## src/rtl/background_pixel_fetch_if.sv

```systemverilog
`default_nettype none
// ============================================================================
// Module      : background_pixel_fetch_if
// Description : Pixel-coordinate, ROM and colour-output bundle for
//               background_pixel_fetch.
// Revision    : 1.0 - initial release
// ============================================================================
interface background_pixel_fetch_if;
    logic        frame_start;
    logic [2:0]  scroll_step;
    logic        pix_valid;
    logic [9:0]  DrawX;
    logic [9:0]  DrawY;
    logic [14:0] read_address;
    logic        rom_data;
    logic        rgb_valid;
    logic [7:0]  Red;
    logic [7:0]  Green;
    logic [7:0]  Blue;

    modport master (
        output frame_start, scroll_step, pix_valid, DrawX, DrawY, rom_data,
        input  read_address, rgb_valid, Red, Green, Blue
    );

    modport slave (
        input  frame_start, scroll_step, pix_valid, DrawX, DrawY, rom_data,
        output read_address, rgb_valid, Red, Green, Blue
    );
endinterface
`default_nettype wire

```

## src/rtl/background_pixel_fetch.sv

```systemverilog
`default_nettype none
// ============================================================================
// Module      : background_pixel_fetch
// Description : Three-stage background fetch: window test and ROM address,
//               ROM wait, colour select. Horizontal scroll when BG_SCROLL_EN
//               is defined.
// Revision    : 1.0 - initial release
// ============================================================================
module background_pixel_fetch #(
    parameter int          ORIGIN_X    = 192,
    parameter int          ORIGIN_Y    = 112,
    parameter int          SCALE_SHIFT = 1,
    parameter logic [23:0] FG_RGB      = 24'hFFFFFF,
    parameter logic [23:0] BG_RGB      = 24'h000000,
    parameter logic [23:0] BORDER_RGB  = 24'h202040
) (
    input  wire logic               Clk,
    input  wire logic               Reset,
    background_pixel_fetch_if.slave bus
);

    localparam int         c_X_END    = ORIGIN_X + 256;
    localparam int         c_Y_END    = ORIGIN_Y + 256;
    localparam logic [9:0] c_ORIGIN_X = ORIGIN_X[9:0];
    localparam logic [9:0] c_ORIGIN_Y = ORIGIN_Y[9:0];

    logic        w_in_win;
    logic [6:0]  w_u;
    logic [6:0]  w_v;
    logic [6:0]  w_col;
    logic [6:0]  w_scroll_x;
    logic [14:0] w_addr;

    logic [14:0] r_read_address;
    logic        r_valid1;
    logic        r_win1;
    logic        r_valid2;
    logic        r_win2;
    logic        r_rgb_valid;
    logic [23:0] r_rgb;

    // Compare in 32-bit signed space so the window end never wraps.
    assign w_in_win = (int'(bus.DrawX) >= ORIGIN_X) && (int'(bus.DrawX) < c_X_END) &&
                      (int'(bus.DrawY) >= ORIGIN_Y) && (int'(bus.DrawY) < c_Y_END);

    assign w_u    = 7'((bus.DrawX - c_ORIGIN_X) >> SCALE_SHIFT);
    assign w_v    = 7'((bus.DrawY - c_ORIGIN_Y) >> SCALE_SHIFT);
    assign w_col  = w_u + w_scroll_x;
    assign w_addr = {1'b0, w_v, w_col};

`ifdef BG_SCROLL_EN
    logic [6:0] r_scroll_x;

    // A pixel sampled on the frame_start edge still sees the old scroll.
    always_ff @(posedge Clk) begin
        if (Reset) begin
            r_scroll_x <= 7'd0;
        end else if (bus.frame_start) begin
            r_scroll_x <= r_scroll_x + {4'd0, bus.scroll_step};
        end
    end

    assign w_scroll_x = r_scroll_x;
`else
    logic w_unused_scroll;

    assign w_scroll_x      = 7'd0;
    assign w_unused_scroll = bus.frame_start ^ (^bus.scroll_step);
`endif

    always_ff @(posedge Clk) begin
        if (Reset) begin
            r_read_address <= 15'd0;
            r_valid1       <= 1'b0;
            r_win1         <= 1'b0;
        end else begin
            r_valid1 <= bus.pix_valid;
            r_win1   <= w_in_win;
            if (bus.pix_valid && w_in_win) begin
                r_read_address <= w_addr;
            end
        end
    end

    always_ff @(posedge Clk) begin
        if (Reset) begin
            r_valid2 <= 1'b0;
            r_win2   <= 1'b0;
        end else begin
            r_valid2 <= r_valid1;
            r_win2   <= r_win1;
        end
    end

    // Colour holds through bubbles so the outputs stay stable.
    always_ff @(posedge Clk) begin
        if (Reset) begin
            r_rgb_valid <= 1'b0;
            r_rgb       <= 24'd0;
        end else begin
            r_rgb_valid <= r_valid2;
            if (r_valid2) begin
                r_rgb <= r_win2 ? (bus.rom_data ? FG_RGB : BG_RGB) : BORDER_RGB;
            end
        end
    end

    assign bus.read_address = r_read_address;
    assign bus.rgb_valid    = r_rgb_valid;
    assign bus.Red          = r_rgb[23:16];
    assign bus.Green        = r_rgb[15:8];
    assign bus.Blue         = r_rgb[7:0];

endmodule
`default_nettype wire

```

## src/flat_wrapper.sv

```systemverilog
// flat-port wrapper written by rule: the top's interface ports become plain ports
module background_pixel_fetch_flat 
#(
    parameter int          ORIGIN_X    = 192,
    parameter int          ORIGIN_Y    = 112,
    parameter int          SCALE_SHIFT = 1,
    parameter logic [23:0] FG_RGB      = 24'hFFFFFF,
    parameter logic [23:0] BG_RGB      = 24'h000000,
    parameter logic [23:0] BORDER_RGB  = 24'h202040
)
  (Clk, Reset, bus_frame_start, bus_scroll_step, bus_pix_valid, bus_DrawX, bus_DrawY, bus_rom_data, bus_read_address, bus_rgb_valid, bus_Red, bus_Green, bus_Blue);
  background_pixel_fetch_if bus_i ();
  input  wire logic Clk;
  input  wire logic Reset;
  input wire logic [$bits(bus_i.frame_start)-1:0] bus_frame_start;
  input wire logic [$bits(bus_i.scroll_step)-1:0] bus_scroll_step;
  input wire logic [$bits(bus_i.pix_valid)-1:0] bus_pix_valid;
  input wire logic [$bits(bus_i.DrawX)-1:0] bus_DrawX;
  input wire logic [$bits(bus_i.DrawY)-1:0] bus_DrawY;
  input wire logic [$bits(bus_i.rom_data)-1:0] bus_rom_data;
  output wire logic [$bits(bus_i.read_address)-1:0] bus_read_address;
  output wire logic [$bits(bus_i.rgb_valid)-1:0] bus_rgb_valid;
  output wire logic [$bits(bus_i.Red)-1:0] bus_Red;
  output wire logic [$bits(bus_i.Green)-1:0] bus_Green;
  output wire logic [$bits(bus_i.Blue)-1:0] bus_Blue;
  assign bus_i.frame_start = bus_frame_start;
  assign bus_i.scroll_step = bus_scroll_step;
  assign bus_i.pix_valid = bus_pix_valid;
  assign bus_i.DrawX = bus_DrawX;
  assign bus_i.DrawY = bus_DrawY;
  assign bus_i.rom_data = bus_rom_data;
  assign bus_read_address = bus_i.read_address;
  assign bus_rgb_valid = bus_i.rgb_valid;
  assign bus_Red = bus_i.Red;
  assign bus_Green = bus_i.Green;
  assign bus_Blue = bus_i.Blue;
  background_pixel_fetch #(.ORIGIN_X(ORIGIN_X), .ORIGIN_Y(ORIGIN_Y), .SCALE_SHIFT(SCALE_SHIFT), .FG_RGB(FG_RGB), .BG_RGB(BG_RGB), .BORDER_RGB(BORDER_RGB)) u_core (.Clk(Clk), .Reset(Reset), .bus(bus_i));
endmodule
```

## config.mk

```make
export PLATFORM = sky130hd
export DESIGN_NAME = background_pixel_fetch_flat
export DESIGN_NICKNAME = d
export VERILOG_FILES = /design/src/rtl/background_pixel_fetch_if.sv /design/src/rtl/background_pixel_fetch.sv /design/src/flat_wrapper.sv
export SDC_FILE = /design/constraint.sdc
export NUM_CORES = 1
export LEC_CHECK = 0
export BUFFER_PORTS_ARGS = -buffer_cell sky130_fd_sc_hd__buf_2
export CAP_MARGIN = 25
export CORE_MARGIN = 2
export CORE_UTILIZATION = 38
export CTS_CLUSTER_DIAMETER = 80
export CTS_CLUSTER_SIZE = 14
export DETAILED_ROUTE_END_ITERATION = 16
export PLACE_DENSITY = 0.75
export SETUP_SLACK_MARGIN = 0.02
export SYNTH_ARGS = -nofsm -noshare
export SYNTH_HDL_FRONTEND = slang
export SYNTH_SLANG_ARGS = --single-unit
```

## constraint.sdc

```tcl
create_clock -name Clk -period 1.4 [get_ports Clk]
set_input_delay 0.28 -clock Clk [delete_from_list [all_inputs] [get_ports Clk]]
set_output_delay 0.28 -clock Clk [all_outputs]
set_load 0.05 [all_outputs]
```

; Yosys cells after proc, flatten, opt, wreduce, memory -nomap -nowiden
; Index checks and enable logic that the tools add are counted.
[word_totals]
reg_bits = 43
input_bits = 28
output_inout_bits = 40
elab_cells = 19
[classes]
n_addsub = 2
magnitude_cmp = 4
n_mux = 2
reduce_logical = 4
[op_table]
columns = op, n
row1 = $mux 24, 2
row2 = $lt 10x9->1 const B, 2
row3 = $ge 10x7->1 const B, 1
row4 = $ge 10x8->1 const B, 1
row5 = $sub 8x7->8 const B, 1
row6 = $sub 8x8->8 const B, 1
row7 = $logic_and 1x1->1, 4

; Logic depth before layout (Yosys ltp)
[logic_depth]
depth_word = 5
depth_mapped = 7
mapped_depth_nobuf = 5

; Least setup slack after synthesis
; No wires, ideal clock.
[synth_path]
kind = flip-flop to output port
startpoint = register, netlist name u_core.r_rgb[22]
endpoint = output port bus_Blue[1]
arrival_time_ns = 1.266
t_required_ns = 1.120
setup_slack_ns = -0.146
path_stages_with_launch = 2
n_path_buf = 1
cell_sequence = dfxtp_1 buf_4
[synth_rtl]
columns = item, line_no
row1 = "end, declared", flat_wrapper.sv:25  ; output wire logic [$bits(bus_i.Blue)-1:0] bus_Blue;

==> results.yml <==
timing:
  fmax_mhz: 761
  rsz0062_at_grt: "yes"
  hold_violations: 0
  drv_slew: 0
  setup_ws_ns: 0.0857
  fin_hold_ws_ns: 0.209
  layout_min_cycle_time_ns: 1.31
  setup_viol: 0
  period_share: 0.939
  skew_ns: 0.000271
  finalSetupTns_ns: 0
global_routing:
  grt-ovfl-total: 0
  met2_usage: 0.263
  grt_pass1_vias: 843
  antenna_found_initial: 0
  top_usage_layer: "met2"
  grt.total_usage: 0.135
  use_met3: 0.0246
  grt_pass1_wl_mm: 3.62
  grt.met1_usage: 0.150
  grt_max_degree: 23
yosys:
  synthArstFlopShare: 0
  yosys-top-cells-area: "dfxtp_1, buf_4, nand3_2, a21oi_2, o21ai_0"
  syn_area_sq_um: 1110
  syn_inst: 115
  synth_cell_types: 27
  synth-edff-count: 0
  yosys.area.top_type_share: 0.378
  synth.avg_cell_area_sq_um: 9.68
  yosys_register_bits: 21
  synth_area_leader_cell: "dfxtp_1"
  synth_warnings: 0
  synth_fp_nets: 145
  synth_ff_type: "dfxtp_1"
  yosysSeqAreaShare: 0.378
clocking:
  postCtsHoldBufs: 0
  clk_pin_slew_ns: 0.11
  clk_path_buf_depth: 2
  post_cts_resized: 0
  numCtsBuffers: 3
  ctsRootBufferMaster: "clkbuf_4"
  post_cts_buffers: 0
  clkSinkCount: 21
  htreeDepth: 1
  cts_tree: "yes"
  insertion_delay_ns: 0.29
floorplan:
  chipHeight_microns: 58.1
  dieArea_sq_um: 3380
  fp.coreArea_sq_um: 2780
  die_w_microns: 58.1
  start_util: 0.400
  boundaryPins: 68
  rows: 19
drt:
  wire_per_inst_microns: 11.7
  via_count: 934
  viasPerCell: 4.99
  drt-total-wl_mm: 2.19
  drc: 0
  ant_nets: 0
  first_iter_violations: 9
  firstDrtPassIters: 3
worst_setup_path:
  worstReg2RegStart: "u_core.r_valid2"
  cp_slowest_stage_delay_ns: 0.45
  crit_fanout: 22
  slowest_stage: "dfxtp_4"
  critical_path.top_delay_family: "flip-flops"
  cp_num_cells: 1
  path_cells: "buf_2"
  critPathArrivalTime_ns: 1.03
  worstSetupStartpoint: "u_core.r_rgb[22]"
  reg2reg_depth: 3
  cp_num_buf_inv: 1
  crit_path_start_kind: "flip-flop"
  worstSetupPathType: "flip-flop to primary output"
  end_kind: "primary output"
  worst_ep_required_time_ns: 1.12
placement:
  hpwl_mm: 1.68
  preCtsSetupSlack_ns: -0.173
  place.gp.congestion: 0.675
  dp.cells: 183
  place_area_sq_um: 1300
  portBuffers: 60
layout:
  diodes: 0
  syn2layout_area_growth_pct: 20.3
  fin_cells: 187
  fin_area_sq_um: 1340
  drive_above_1_share: 0.603
  final_nets: 187
  post-route-util: 0.482
power:
  power_frac_clock: 0.255
  p_comb_frac: 0.188
  netSwitchingFraction: 0.286
  fin_total_pwr_mw: 1.11
  p_switching_mw: 0.317
  ir_worst_vdd_uv: 662
  seqPwrFrac: 0.557
  powerDensity_nw_per_um2: 826
  p_int_mw: 0.790
  leakagePower_nw: 0.612
run:
  drv_cap: 0
min_path:
  whs_path_depth: 3
  hold_path.class: "input pin to flip-flop"
  worstHoldStart: "bus_DrawY[2]"
run_status:
  status: "finished clean"
-- layer usage --
layer	vias to the layer above	routed length, microns	share of wire
met5	-	0	0
met4	0	0	0
met3	0	158	0.072
met2	39	1140	0.52
met1	441	890	0.41
li1	454	-	-
-- sequential cells by signal (all words and copies together) (netlist names) --
signal,cells
u_core.r_valid1,1
u_core.r_win2,1
u_core.r_win1,1
u_core.bus.read_address,14
u_core.r_valid2,1
u_core.r_rgb,2
u_core.bus.rgb_valid,1
-- cells in the mapped netlist, types with 2 or more instances --
| cell | count |
|---|---|
| buf_4 | 23 |
| dfxtp_1 | 21 |
| o21ai_0 | 11 |
| a21oi_2 | 10 |
| nand3_2 | 10 |
| a21oi_1 | 5 |
| nand3_1 | 4 |
| nor2_1 | 4 |
| a211oi_1 | 3 |
| clkbuf_1 | 3 |
| nor2b_1 | 3 |
| ha_1 | 2 |
| xnor2_1 | 2 |
-- final cells by class --
class	instances	area, sq um
fill	253	1440
multi-input combinational	63	468
sequential	21	424
timing repair buffer	67	378
inverter	1	3.75
clock buffer	3	22.5
clock inverter	1	5.00
tap	31	38.8
-- worst reg2reg max path, delay by kind of cell (launching register included) --
family	cells	cell delay, ns
flops	1	0.39
simple gates	2	0.13
compound gates	1	0.11
-- power by group through the flow --
stage | clock, mW | combinational [mW] | sequential, mW
final | 0.282 | 0.209 | 0.616
after global routing | 0.319 | 0.225 | 0.618
after CTS | 0.297 | 0.210 | 0.618
after detailed placement | 0 | 0.210 | 0.632
after global placement | 0 | 0.204 | 0.631
after floorplan | 0 | 0.108 | 0.667
-- path summary, 6_finish.rpt --
check	end	slack, ns
worst min register to register	u_core.r_win2	0.45
worst max register to register	u_core.r_rgb[21]	0.67
worst min-delay path	u_core.bus.read_address[8]	0.21
worst max-delay path	bus_Red[7]	0.09
-- layout by cell type, fill, tap and decap left out, drive strengths merged --
master and n:
o22ai 1, inv 1, clkinv 1, nand2b 1
o21ai 11, clkbuf 8, xnor2 2, a211oi 4
a211o 1, ha 2, buf 62, and4b 1
dfxtp 21, a21oi 15, nand3 14, nor2 4
conb 1, nand2 1, nand4b 1, xor2 1
nor2b 3
-- kinds of logic (layout without fill, tap and decap cells) --
family	after synthesis	in the layout	synth area share
adder cells (fa/ha/maj)	2	2	0.0225
other	1	1	0.00337
AND/OR/NAND/NOR	25	25	0.164
flip-flops	21	21	0.378
XOR/XNOR	3	3	0.0236
AO/OA/AOI/OAI	32	32	0.195
buffers and inverters	31	72	0.213
Note: power is estimated with default switching activity, not from simulation.
